### config.mk
export PLATFORM = sky130hd
export DESIGN_NAME = controlador_manobra
export DESIGN_NICKNAME = d
export VERILOG_FILES = /design/src/rtl/controlador_manobra.sv
export SDC_FILE = /design/constraint.sdc
export NUM_CORES = 1
export LEC_CHECK = 0
export ABC_AREA = 1
export ABC_CLOCK_PERIOD_IN_PS = 2110
export CAP_MARGIN = 15
export CELL_PAD_IN_SITES_DETAIL_PLACEMENT = 0
export CELL_PAD_IN_SITES_GLOBAL_PLACEMENT = 1
export CORE_MARGIN = 4
export CORE_UTILIZATION = 38
export CTS_BUF_LIST = sky130_fd_sc_hd__clkbuf_8 sky130_fd_sc_hd__clkbuf_16
export CTS_CLUSTER_SIZE = 12
export DETAILED_ROUTE_END_ITERATION = 6
export PLACE_DENSITY_LB_ADDON = 0.08
export SYNTH_ARGS = -nofsm -noshare
export SYNTH_HDL_FRONTEND = slang
export SYNTH_SLANG_ARGS = --single-unit
### constraint.sdc
create_clock -name clk -period 2.11 [get_ports clk]
set_clock_uncertainty 0.2 [all_clocks]
set_input_delay 0.211 -clock clk [delete_from_list [all_inputs] [get_ports clk]]
set_output_delay 0.211 -clock clk [all_outputs]
set_load 0.01 [all_outputs]
### src/rtl/controlador_manobra.sv
// Drive-wheel, buzzer and status-LED controller for the vacuum robot: timed obstacle avoidance,
// retry limit and low-battery stop. Optional blinking buzzer enabled by macro BUZZER_PISCA_EN.
module controlador_manobra #(
  parameter int unsigned T_RE      = 8,
  parameter int unsigned T_GIRO    = 12,
  parameter int unsigned MAX_TENT  = 3,
  parameter int unsigned LARG_CONT = 8,
  parameter int unsigned PER_PISCA = 16
) (
  input  logic       clk,
  input  logic       rst,
  input  logic       liga,
  input  logic       f,
  input  logic       a,
  input  logic       d,
  input  logic       e,
  input  logic       bateria,
  output logic       saida_e,
  output logic       saida_d,
  output logic       re_e,
  output logic       re_d,
  output logic       sbuzzer,
  output logic       rgbverde,
  output logic       rgbverm,
  output logic       rgbazul,
  output logic [2:0] estado
);

  if (T_RE < 1 || T_RE > (2**LARG_CONT) - 1) begin : g_chk_re
    $error("T_RE out of range");
  end
  if (T_GIRO < 1 || T_GIRO > (2**LARG_CONT) - 1) begin : g_chk_giro
    $error("T_GIRO out of range");
  end
  if (MAX_TENT < 1 || MAX_TENT > 7) begin : g_chk_tent
    $error("MAX_TENT out of range");
  end
  if (PER_PISCA < 1) begin : g_chk_pisca
    $error("PER_PISCA must be at least 1");
  end

  typedef enum logic [2:0] {
    DESLIGADO = 3'd0,
    FRENTE    = 3'd1,
    GIRO_E    = 3'd2,
    GIRO_D    = 3'd3,
    RE        = 3'd4,
    BATERIA   = 3'd5,
    BLOQUEADO = 3'd6,
    INVALIDO  = 3'd7
  } estado_t;

  localparam logic [LARG_CONT-1:0] FIM_GIRO  = LARG_CONT'(T_GIRO - 1);
  localparam logic [LARG_CONT-1:0] FIM_RE    = LARG_CONT'(T_RE - 1);
  localparam logic [2:0]           TENT_MAX  = 3'(MAX_TENT);

  estado_t              estado_q, prox;
  logic [LARG_CONT-1:0] timer_q, timer_prox;
  logic [2:0]           tent_q, tent_prox, tent_inc;
  logic                 cronometrado, buzz_alarme;
  logic                 saida_e_p, saida_d_p, re_e_p, re_d_p;
  logic                 sbuzzer_p, verde_p, verm_p, azul_p;

  always_ff @(posedge clk) begin
    if (rst) begin
      estado_q <= DESLIGADO;
      timer_q  <= '0;
      tent_q   <= '0;
    end else begin
      estado_q <= prox;
      timer_q  <= timer_prox;
      tent_q   <= tent_prox;
    end
  end

  always_comb begin
    prox      = estado_q;
    tent_prox = tent_q;
    tent_inc  = (tent_q >= TENT_MAX) ? TENT_MAX : tent_q + 3'd1;

    if (estado_q == DESLIGADO || (estado_q == FRENTE && !f)) tent_prox = '0;

    if (!liga) begin
      prox = DESLIGADO;
    end else begin
      unique case (estado_q)
        DESLIGADO: prox = bateria ? BATERIA : FRENTE;
        FRENTE: begin
          if (bateria)  prox = BATERIA;
          else if (f)   prox = !e ? GIRO_E : (!d ? GIRO_D : RE);
        end
        GIRO_E, GIRO_D: begin
          if (bateria) begin
            prox = BATERIA;
          end else if (timer_q == FIM_GIRO) begin
            if (!f) begin
              prox = FRENTE;
            end else begin
              tent_prox = tent_inc;
              prox      = (tent_inc == TENT_MAX) ? BLOQUEADO : RE;
            end
          end
        end
        // Rear obstacle cuts the reversal short; expiry and abort share one path.
        RE: begin
          if (bateria)                        prox = BATERIA;
          else if (timer_q == FIM_RE || a)    prox = e ? GIRO_D : GIRO_E;
        end
        BATERIA, BLOQUEADO: prox = estado_q;
        default: prox = DESLIGADO;
      endcase
    end
  end

  always_comb begin
    cronometrado = (prox == GIRO_E) || (prox == GIRO_D) || (prox == RE);
    timer_prox   = '0;
    if (cronometrado && prox == estado_q)
      timer_prox = (timer_q == '1) ? timer_q : timer_q + LARG_CONT'(1);
  end

`ifdef BUZZER_PISCA_EN
  localparam int unsigned        LARG_PISCA = (PER_PISCA > 1) ? $clog2(PER_PISCA) : 1;
  localparam logic [LARG_PISCA-1:0] FIM_PISCA = LARG_PISCA'(PER_PISCA - 1);

  logic [LARG_PISCA-1:0] pisca_q, pisca_prox;
  logic                  fase_q, fase_prox;

  // Phase restarts high on every state change so each alarm begins with a beep.
  always_comb begin
    pisca_prox = '0;
    fase_prox  = 1'b1;
    if (prox == estado_q) begin
      if (pisca_q == FIM_PISCA) begin
        pisca_prox = '0;
        fase_prox  = ~fase_q;
      end else begin
        pisca_prox = pisca_q + LARG_PISCA'(1);
        fase_prox  = fase_q;
      end
    end
  end

  always_ff @(posedge clk) begin
    if (rst) begin
      pisca_q <= '0;
      fase_q  <= 1'b1;
    end else begin
      pisca_q <= pisca_prox;
      fase_q  <= fase_prox;
    end
  end

  assign buzz_alarme = fase_prox;
`else
  assign buzz_alarme = 1'b1;
`endif

  always_comb begin
    {saida_e_p, saida_d_p, re_e_p, re_d_p} = '0;
    {sbuzzer_p, verde_p, verm_p, azul_p}   = '0;
    unique case (prox)
      FRENTE:    {saida_e_p, saida_d_p, verde_p} = '1;
      GIRO_E:    {saida_d_p, re_e_p, verm_p}     = '1;
      GIRO_D:    {saida_e_p, re_d_p, azul_p}     = '1;
      RE:        {re_e_p, re_d_p, verm_p, azul_p} = '1;
      BATERIA: begin
        sbuzzer_p = buzz_alarme;
        verm_p    = 1'b1;
      end
      BLOQUEADO: begin
        sbuzzer_p                  = buzz_alarme;
        {verde_p, verm_p, azul_p}  = '1;
      end
      default: ;
    endcase
  end

  always_ff @(posedge clk) begin
    if (rst) begin
      {saida_e, saida_d, re_e, re_d}         <= '0;
      {sbuzzer, rgbverde, rgbverm, rgbazul}  <= '0;
    end else begin
      {saida_e, saida_d, re_e, re_d}         <= {saida_e_p, saida_d_p, re_e_p, re_d_p};
      {sbuzzer, rgbverde, rgbverm, rgbazul}  <= {sbuzzer_p, verde_p, verm_p, azul_p};
    end
  end

  assign estado = estado_q;

endmodule

# ---- Word-level counts from Yosys, hierarchy flattened
# Cells that the tools add are included.
dict set report totals {
  ff_bits 22
  elab_cells 80
  output_inout_bits 11
}
dict set report op_classes {
  addsub 2
  n_mux 29
  reduce_logical 19
  eq_ne 17
  n_bitwise 1
  magnitude_cmp 1
}
# cell count
set op_table {}
lappend op_table {{3-bit two-way mux} 18}
lappend op_table {{3-bit equality test, second input constant} 6}
lappend op_table {{2-bit OR reduction} 9}
lappend op_table {{3-bit by 2-bit equality test with 1-bit output, second input constant} 5}
lappend op_table {{3-bit case mux with 5 select lines} 1}
lappend op_table {{1-bit two-way mux} 9}
lappend op_table {{8-bit by 1-bit adder with 8-bit output, second input constant} 1}
lappend op_table {{8-bit by 3-bit equality test with 1-bit output, second input constant} 1}
lappend op_table {{8-bit by 4-bit equality test with 1-bit output, second input constant} 1}
lappend op_table {{8-bit equality test, second input constant} 1}
lappend op_table {{3-bit by 1-bit equality test with 1-bit output, second input constant} 2}
lappend op_table {{1-bit logical OR} 4}
lappend op_table {{4-bit OR reduction} 1}
lappend op_table {{3-bit by 1-bit adder with 3-bit output, second input constant} 1}
lappend op_table {{3-bit equality test} 1}
lappend op_table {{3-bit by 2-bit greater-or-equal comparator with 1-bit output, second input constant} 1}
lappend op_table {{3-bit logical NOT} 1}
lappend op_table {{3-bit OR reduction} 1}
lappend op_table {{1-bit logical AND} 2}
lappend op_table {{2-bit two-way mux} 1}
lappend op_table {{1-bit logical NOT} 1}
lappend op_table {{1-bit NOT} 1}

# ---- Depth between registers and ports, before layout
# Gate-level depths: netlist of the first run.
dict set report depth {
  ltp_word 15
  ltp_mapped 16
}

# ---- Worst setup path after synthesis of the first run
# Ideal clock, no wire load.
dict set report synth_path {
  kind {register -> register}
  from {reg tent_q[0]}
  to {reg timer_q[0]}
  required_time_ns 1.847
  t_arrival_ns 1.665
  path_stages_with_launch 14
  setup_slack_ns 0.183
  n_path_buf 0
  setup_ns 0.063
  path_cell_list {dfxtp_1 ha_1 ha_1 inv_1 nand3_1 a21oi_1 o21ai_0 nand2_1 nand2_4 nand2_2 o21ai_1 nor2_2 nand2_4 nor2_2}
}
dict set report synth_between {
  elab_chain_len 15
  word_cells_on_any_way 19
  cone_classes {add/sub (1); order compare (1); eq/ne (5); mux (7); bitwise (1); reduce/logical (4)}
}
# item line_no
set synth_lines {}
lappend synth_lines {{start, declared} 59} ;# logic [2:0] tent_q, tent_prox, tent_inc;
lappend synth_lines {{start signal, assigned} 72} ;# tent_q <= tent_prox;
lappend synth_lines {{3-bit by 1-bit adder with 3-bit output or 3-bit by 2-bit greater-or-equal comparator with 1-bit output (tied branches)} 79} ;# tent_inc = (tent_q >= TENT_MAX) ? TENT_MAX : tent_q + 3'd1;
lappend synth_lines {{3-bit two-way mux *} 79}
lappend synth_lines {{3-bit by 2-bit equality test with 1-bit output *} 100} ;# prox = (tent_inc == TENT_MAX) ? BLOQUEADO : RE;
lappend synth_lines {{2-bit two-way mux *} 100}
lappend synth_lines {{3-bit two-way mux *} 96} ;# if (!f) begin
lappend synth_lines {{3-bit two-way mux *} 95} ;# end else if (timer_q == FIM_GIRO) begin
lappend synth_lines {{3-bit two-way mux *} 93} ;# if (bateria) begin
lappend synth_lines {{3-bit case mux with 5 select lines *} 86} ;# unique case (estado_q)
lappend synth_lines {{3-bit two-way mux *} 83} ;# if (!liga) begin
lappend synth_lines {{3-bit by 2-bit equality test with 1-bit output} 116} ;# cronometrado = (prox == GIRO_E) || (prox == GIRO_D) || (prox == RE);
lappend synth_lines {{1-bit logical OR (2 in series)} 116}
lappend synth_lines {{1-bit logical AND *} 118} ;# if (cronometrado && prox == estado_q)
lappend synth_lines {{1-bit NOT (no line) *} -}
lappend synth_lines {{2-bit OR reduction (no line) *} -}
lappend synth_lines {{end signal, assigned} 71} ;# timer_q <= timer_prox;
lappend synth_lines {{end, declared} 58} ;# logic [LARG_CONT-1:0] timer_q, timer_prox;
# Mark *: on every way between the ends. The rest lies on a longest branch, timed or not.
# A chain may end at the register's enable or synchronous reset.

# ---- Worst setup path in the final report of the first run
dict set report layout_path {
  from {reg tent_q[1]}
  to {reg timer_q[1]}
}
# Same word-level chain as after synthesis.

==> metrics, run 1 <==
count of unique library cells instantiated by Yosys=24; worst endpoint required time=around 2100 ps; Worst path slowest cell=sky130_fd_sc_hd__dfxtp_2; Post-Syn Area=between 0.001 and 0.0015 mm²; initial DRC count=25; Avg Vias per Cell=between 4 and 5; number of placement rows=21; Setup violations, final=0; clock tree from TritonCTS=yes; height of the chip=approximately 67 µm; critical path arrival=between 2000 and 2500 ps; storage element area=between 400 and 500 µm²; placed inst area=about 0.0017 mm²; total die area=about 0.0045 mm²; startpoint type of the worst setup path=flop; latest clock arrival within the worst-skew pair=approximately 260 ps; post-CTS clock slew at the launch and capture registers of the worst setup and hold paths=approximately 80 ps; # nets final=around 250; fin crit share=between 90% and 100%; number of buffers on the longest clock path=2; total clock buffers created by CTS=3; iteration count of the initial detailed-routing pass=4; share of the yosys chip area belonging to registers=approximately a third; width of the die=approximately 67 µm; power density of the placed cells=536 mW/mm²; layout cell share with drive strength beyond 1=between 30% and 40%; slew of the pin with the lowest slew margin=~420 ps; Synthesized Nets=approximately 200; reg2reg setup slack=between 70 and 80 ps; overflow left after global routing=0; number of antenna violations at the first check in global routing=0; number of instances in the placed design=270; global-route wire length before repair=~5.1 mm; Max H-tree Level=1; result of the run=complete, no violations; maximum number of pins on one net before global-route repair=14; number of sinks handled by clock tree synthesis=22; fill cell instance count of the final layout=between 300 and 400; LEAKAGE=just over 0.8 nW; Crit Path Max Fanout=8; top-level port count=19; max-slew violations=0; cell breakdown of the critical path=ha_4, ha_4, a21oi_2, o21ai_1, nand2_1, nand2_4, nand2_4, nand2_2, nand3_2, nor2_4, nand2_8, nor2_4; number of non-filler instances in the completed layout=~280; post-route total power=roughly 1.0 mW; count of inserted antenna diode cells=0; average cell area after synthesis=6.82 µm²; Critical Path End Type=flop; final instance area=around 0.0019 mm²; post-synthesis cell count=slightly below 200; total number of vias=between 1000 and 1500; Core Footprint=roughly 0.0033 mm²; MaxCap Viol Count=0; worst vdd ir=between 0.4 and 0.5 mV; detailed placement HPWL=around 2.3 mm; root buf cell=sky130_fd_sc_hd__clkbuf_8; buffers added on ports=18; pre-CTS setup slack=-67.3 ps; number of flip-flops and latches in the synthesized netlist=22; type of the most critical hold path=flop to flop; GR Util All Layers=between 10 and 15%; max incr delay on CP=approximately 350 ps; post-detailed-route count of antenna-violating nets=0; number of global-route vias before repair=between 1000 and 1500; setup repair after global routing missed its margin=yes; worst setup path category=flop to flop; Period minus WS final=a little over 2000 ps; area used by multi-input combinational logic=875 µm²; Routed Wire Length=~3.1 mm; number of hold violations in the final report=0; number of warnings issued by yosys=0; starting utilization of the core area=39.4%; final critical-path setup slack=between 70 and 80 ps; fmax=~0.49 GHz; relative max-transition margin=a little under three quarters; area delta synth->final=44.2%; final weighted congestion in routability-driven placement=about 0.84; wire length per cell after detailed routing=~11 µm; number of design rule violations left after detail routing=0
-- worst max-delay path: cells and delay by family (launching register included) --
family                   cells  cell delay (ps)
flip-flops                   1              350
AO/OA/AOI/OAI                2              170
adder cells (fa/ha/maj)      2              430
AND/OR/NAND/NOR              8              830
-- repair_timing --
action / 4_1_cts / 5_1_grt
resized for setup: 2 / 32
setup buffers: 1 / 4
hold buffers: 0 / 0
endpoints found under the setup margin: 9 / 15
gates cloned: 0 / 0
pin swaps: 0 / 15
-- per-layer routing --
| layer | GRT usage (%) | vias to the layer above | wire [µm] |
|---|---|---|---|
| li1 | - | 681 | - |
| met1 | 18.4 | 587 | 1400 |
| met2 | 25.5 | 21 | 1550 |
| met3 | 2.87 | 4 | 99 |
| met4 | 5.06 | 0 | 33 |
| met5 | 0 | - | 0 |
-- path summary, 6_finish.rpt --
| check | from | end | depth (start not counted) |
|---|---|---|---|
| max reg2reg | tent_q[1]$_SDFF_PP0_ | timer_q[1]$_SDFFE_PP0P_ | 12 |
| min | tent_q[2]$_SDFF_PP0_ | tent_q[2]$_SDFF_PP0_ | 2 |
| min reg2reg | tent_q[2]$_SDFF_PP0_ | tent_q[2]$_SDFF_PP0_ | 2 |
| max | tent_q[1]$_SDFF_PP0_ | timer_q[1]$_SDFFE_PP0P_ | 12 |
-- stage by stage --
| step | utilization (%) | hold WS [ps] | TNS, ps |
|---|---|---|---|
| after global placement | 49.6 | 255 | -257 |
| final | 56.9 | 268 | 0 |
| after CTS | 52.1 | 274 | 0 |
| after floorplan | - | 171 | 0 |
| after detailed placement | 49.6 | 261 | -475 |
| after global routing | 56.9 | 308 | -577 |
-- synthesized netlist by cell type --
cell type	instances	area, µm²
sky130_fd_sc_hd__nand4_1	2	12.5
sky130_fd_sc_hd__nand2_1	41	154
sky130_fd_sc_hd__nor3_1	3	15.0
sky130_fd_sc_hd__buf_4	1	7.51
sky130_fd_sc_hd__xnor2_1	2	17.5
sky130_fd_sc_hd__nand3_2	4	40.0
sky130_fd_sc_hd__a211oi_1	1	7.51
sky130_fd_sc_hd__o21ai_0	9	45.0
sky130_fd_sc_hd__nor2_2	13	81.3
sky130_fd_sc_hd__nand2_2	8	50.1
sky130_fd_sc_hd__inv_1	26	97.6
sky130_fd_sc_hd__o21ai_1	2	10.0
sky130_fd_sc_hd__inv_2	5	18.8
sky130_fd_sc_hd__xor2_1	2	17.5
sky130_fd_sc_hd__o21bai_1	1	7.51
sky130_fd_sc_hd__ha_1	3	37.5
sky130_fd_sc_hd__a31o_2	1	8.76
sky130_fd_sc_hd__nor2_1	19	71.3
sky130_fd_sc_hd__buf_1	1	3.75
sky130_fd_sc_hd__nor2_4	3	33.8
sky130_fd_sc_hd__nand3_1	14	70.1
sky130_fd_sc_hd__a21oi_1	7	35.0
sky130_fd_sc_hd__nand2_4	3	33.8
sky130_fd_sc_hd__dfxtp_1	22	440
-- cells in the final DEF (no fill, tap or decap), types with 8 or more instances in the layout --
cell type	n
sky130_fd_sc_hd__buf_4	20
sky130_fd_sc_hd__clkdlybuf4s50_1	18
sky130_fd_sc_hd__dfxtp_1	16
sky130_fd_sc_hd__inv_1	25
sky130_fd_sc_hd__nand2_1	40
sky130_fd_sc_hd__nand3_1	12
sky130_fd_sc_hd__nor2_1	16
sky130_fd_sc_hd__nor2_2	10
sky130_fd_sc_hd__nor2_4	9
sky130_fd_sc_hd__o21ai_0	8
-- final cells by class --
class / count / area share, %
tap: 46 / 3.03
inverter: 31 / 6.13
timing repair buffer: 38 / 17.4
clock inverter: 1 / 1.58
multi-input combinational: 138 / 46.1
clock buffer: 3 / 2.18
sequential: 22 / 23.6
-- state kept, by name (all words and copies together) (netlist names) --
register and count:
timer_q 8, rgbazul 1, tent_q 3, saida_d 1
re_e 1, rgbverde 1, saida_e 1, sbuzzer 1
re_d 1, estado 3, rgbverm 1
-- logic make-up after synthesis --
kind of cell | after synthesis | share of synthesized area [%]
flops | 22 | 33.5
xor+xnor | 4 | 2.66
buf+inv | 33 | 9.70
fa+ha+maj | 3 | 2.85
compound gates | 21 | 8.65
simple gates | 110 | 42.7
-- power by group --
group / internal [mW] / leakage (nW) / switching [mW]
Combinational: 0.0846 / 0.590 / 0.103
Clock: 0.253 / 0.0357 / 0.138
Sequential: 0.427 / 0.181 / 0.00998
Power figures use the tool's default switching activity.
==> inputs of run 2 (changes only) <==
--- a/config.mk
+++ b/config.mk
@@ -8,7 +8,7 @@
 export ABC_AREA = 1
 export ABC_CLOCK_PERIOD_IN_PS = 2110
 export CAP_MARGIN = 15
-export CELL_PAD_IN_SITES_DETAIL_PLACEMENT = 0
+export CELL_PAD_IN_SITES_DETAIL_PLACEMENT = 1
 export CELL_PAD_IN_SITES_GLOBAL_PLACEMENT = 1
 export CORE_MARGIN = 4
 export CORE_UTILIZATION = 38
@@ -16,6 +16,7 @@
 export CTS_CLUSTER_SIZE = 12
 export DETAILED_ROUTE_END_ITERATION = 6
 export PLACE_DENSITY_LB_ADDON = 0.08
+export SKIP_CTS_REPAIR_TIMING = 1
 export SYNTH_ARGS = -nofsm -noshare
 export SYNTH_HDL_FRONTEND = slang
 export SYNTH_SLANG_ARGS = --single-unit
==> metrics, run 2 (synthesized netlist as in run 1, its figures left out) <==
max-slew violations=0; violated checks=setup timing; final weighted congestion in routability-driven placement=0.845; Setup violations, final=1; Max H-tree Level=1; maximum number of pins on one net before global-route repair=14; GRT met1 Usage=between 20% and 30%; global-route wire length before repair=6.23 mm; number of global-route vias before repair=between 1000 and 1500; largest reg by FF count=timer_q; count of inserted antenna diode cells=0; Critical Path End Type=flop; Avg Vias per Cell=~5; buffers added on ports=18; startpoint type of the worst setup path=flop; type of the most critical hold path=flop to flop; overflow left after global routing=0; part of the power in registers=between 40 and 50%; fraction of power spent switching nets=between 20% and 30%; commonest non-fill, non-tap cell in the layout=sky130_fd_sc_hd__nand2_1; setup repair after global routing missed its margin=yes; wire length per cell after detailed routing=~16 µm; number of antenna violations at the first check in global routing=0; latest clock arrival within the worst-skew pair=~270 ps; number of hold violations in the final report=0; total number of vias=about 1400; number of flip-flops in the largest register=8; top-level port count=19; cell-internal power=0.780 mW; # nets final=around 250; root buf cell=sky130_fd_sc_hd__clkbuf_8; number of sinks handled by clock tree synthesis=22; Crit Path Max Fanout=8; worst vdd ir=0.456 mV; worst endpoint required time=between 2000 and 2500 ps; number of design rule violations left after detail routing=0; fill cell instance count of the final layout=roughly 440; logic gate share of total power=between 20% and 30%; width of the die=about 67 µm; fmax=~0.47 GHz; number of placement rows=21; detailed placement HPWL=around 2.9 mm; GR Util All Layers=18.6%; total die area=between 0.004 and 0.005 mm²; pre-CTS setup slack=-76.7 ps; total clock buffers created by CTS=3; iteration count of the initial detailed-routing pass=4; relative max-transition margin=between 60% and 70%; routing layer with the top usage in global route=met2; worst setup path category=flop to flop; slew of the pin with the lowest slew margin=539 ps; initial DRC count=about 70; number of buffers on the longest clock path=2; power density of the placed cells=about 540 mW/mm²; storage element area=~450 µm²; height of the chip=between 60 and 70 µm; commonest cells after routing, fill and taps aside=sky130_fd_sc_hd__nand2_1, sky130_fd_sc_hd__inv_1, sky130_fd_sc_hd__buf_4; post-detailed-route count of antenna-violating nets=0; layout cell share with drive strength beyond 1=between 30% and 40%; Switch Pwr=0.280 mW; met3 global-route usage=roughly 4.4%; post-route total power=between 1 and 1.5 mW; relative contribution of the clock network to total power=approximately 38%; post-CTS clock slew at the launch and capture registers of the worst setup and hold paths=roughly 80 ps; final critical-path setup slack=-14.4 ps; MaxCap Viol Count=0; clock tree from TritonCTS=yes; critical path arrival=~2100 ps; Period minus WS final=approximately 2100 ps; GRT met2 Usage=about a third; result of the run=finished, violations left; area used by multi-input combinational logic=roughly 910 µm²; area delta synth->final=48.2%; Routed Wire Length=roughly 4.4 mm; starting utilization of the core area=39.4%; LEAKAGE=roughly 0.84 nW; fin crit share=101%; Setup Total Neg Slack=-14.4 ps; Core Footprint=approximately 0.0033 mm²
## run 2: final timing paths
path	start	to	slack, ps	depth (start not counted)
hold / removal	tent_q[2]$_SDFF_PP0_	tent_q[2]$_SDFF_PP0_	290	2
hold reg to reg	tent_q[2]$_SDFF_PP0_	tent_q[2]$_SDFF_PP0_	290	2
setup reg to reg	tent_q[0]$_SDFF_PP0_	timer_q[2]$_SDFFE_PP0P_	-10	15
setup / recovery	tent_q[0]$_SDFF_PP0_	timer_q[2]$_SDFFE_PP0P_	-10	15
## run 2: power by group through the flow
stage	Clock [mW]	Sequential, mW	Combinational (mW)
after global routing	0.428	0.440	0.244
final	0.401	0.438	0.221
after detailed placement	0	0.447	0.173
after global placement	0	0.446	0.169
after CTS	0.404	0.437	0.177
after floorplan	0	0.448	0.0912
## run 2: cell type report
type	count	area share, %
repair buffers	39	18.0
well taps	46	2.95
clock buffers	3	2.12
clock inverters	1	1.54
multi-input cells	138	46.5
flip-flops and latches	22	23.0
inverters	31	5.97
## run 2: metrics by stage
step	instance area (µm²)	hold slack [ps]	util (%)	instances
6_report	1950	294	58.5	280
5_1_grt	1950	324	58.5	280
2_1_floorplan	1320	171	-	193
3_3_place_gp	1660	255	49.6	270
4_1_cts	1730	286	51.7	274
3_5_place_dp	1660	275	49.6	270
## run 2: metal layers
| metal | vias up | routed length, µm |
|---|---|---|
| li1 | 689 | - |
| met1 | 688 | 1840 |
| met2 | 16 | 2350 |
| met3 | 9 | 110 |
| met4 | 0 | 103 |
| met5 | - | 0 |
## run 2: worst max-delay path, cell delays in order, from the launching register on
cell and delay [ps]:
sky130_fd_sc_hd__dfxtp_2 360, sky130_fd_sc_hd__ha_4 170, sky130_fd_sc_hd__ha_4 150, sky130_fd_sc_hd__inv_2 50, sky130_fd_sc_hd__nand3_2 90, sky130_fd_sc_hd__a21oi_2 120
sky130_fd_sc_hd__o21ai_1 80, sky130_fd_sc_hd__nand2_1 100, sky130_fd_sc_hd__nand2_4 110, sky130_fd_sc_hd__nor2_4 130, sky130_fd_sc_hd__nand2_2 70, sky130_fd_sc_hd__nand2_2 70
sky130_fd_sc_hd__nand2_1 70, sky130_fd_sc_hd__inv_2 80, sky130_fd_sc_hd__nand2_4 100, sky130_fd_sc_hd__nor2_2 120
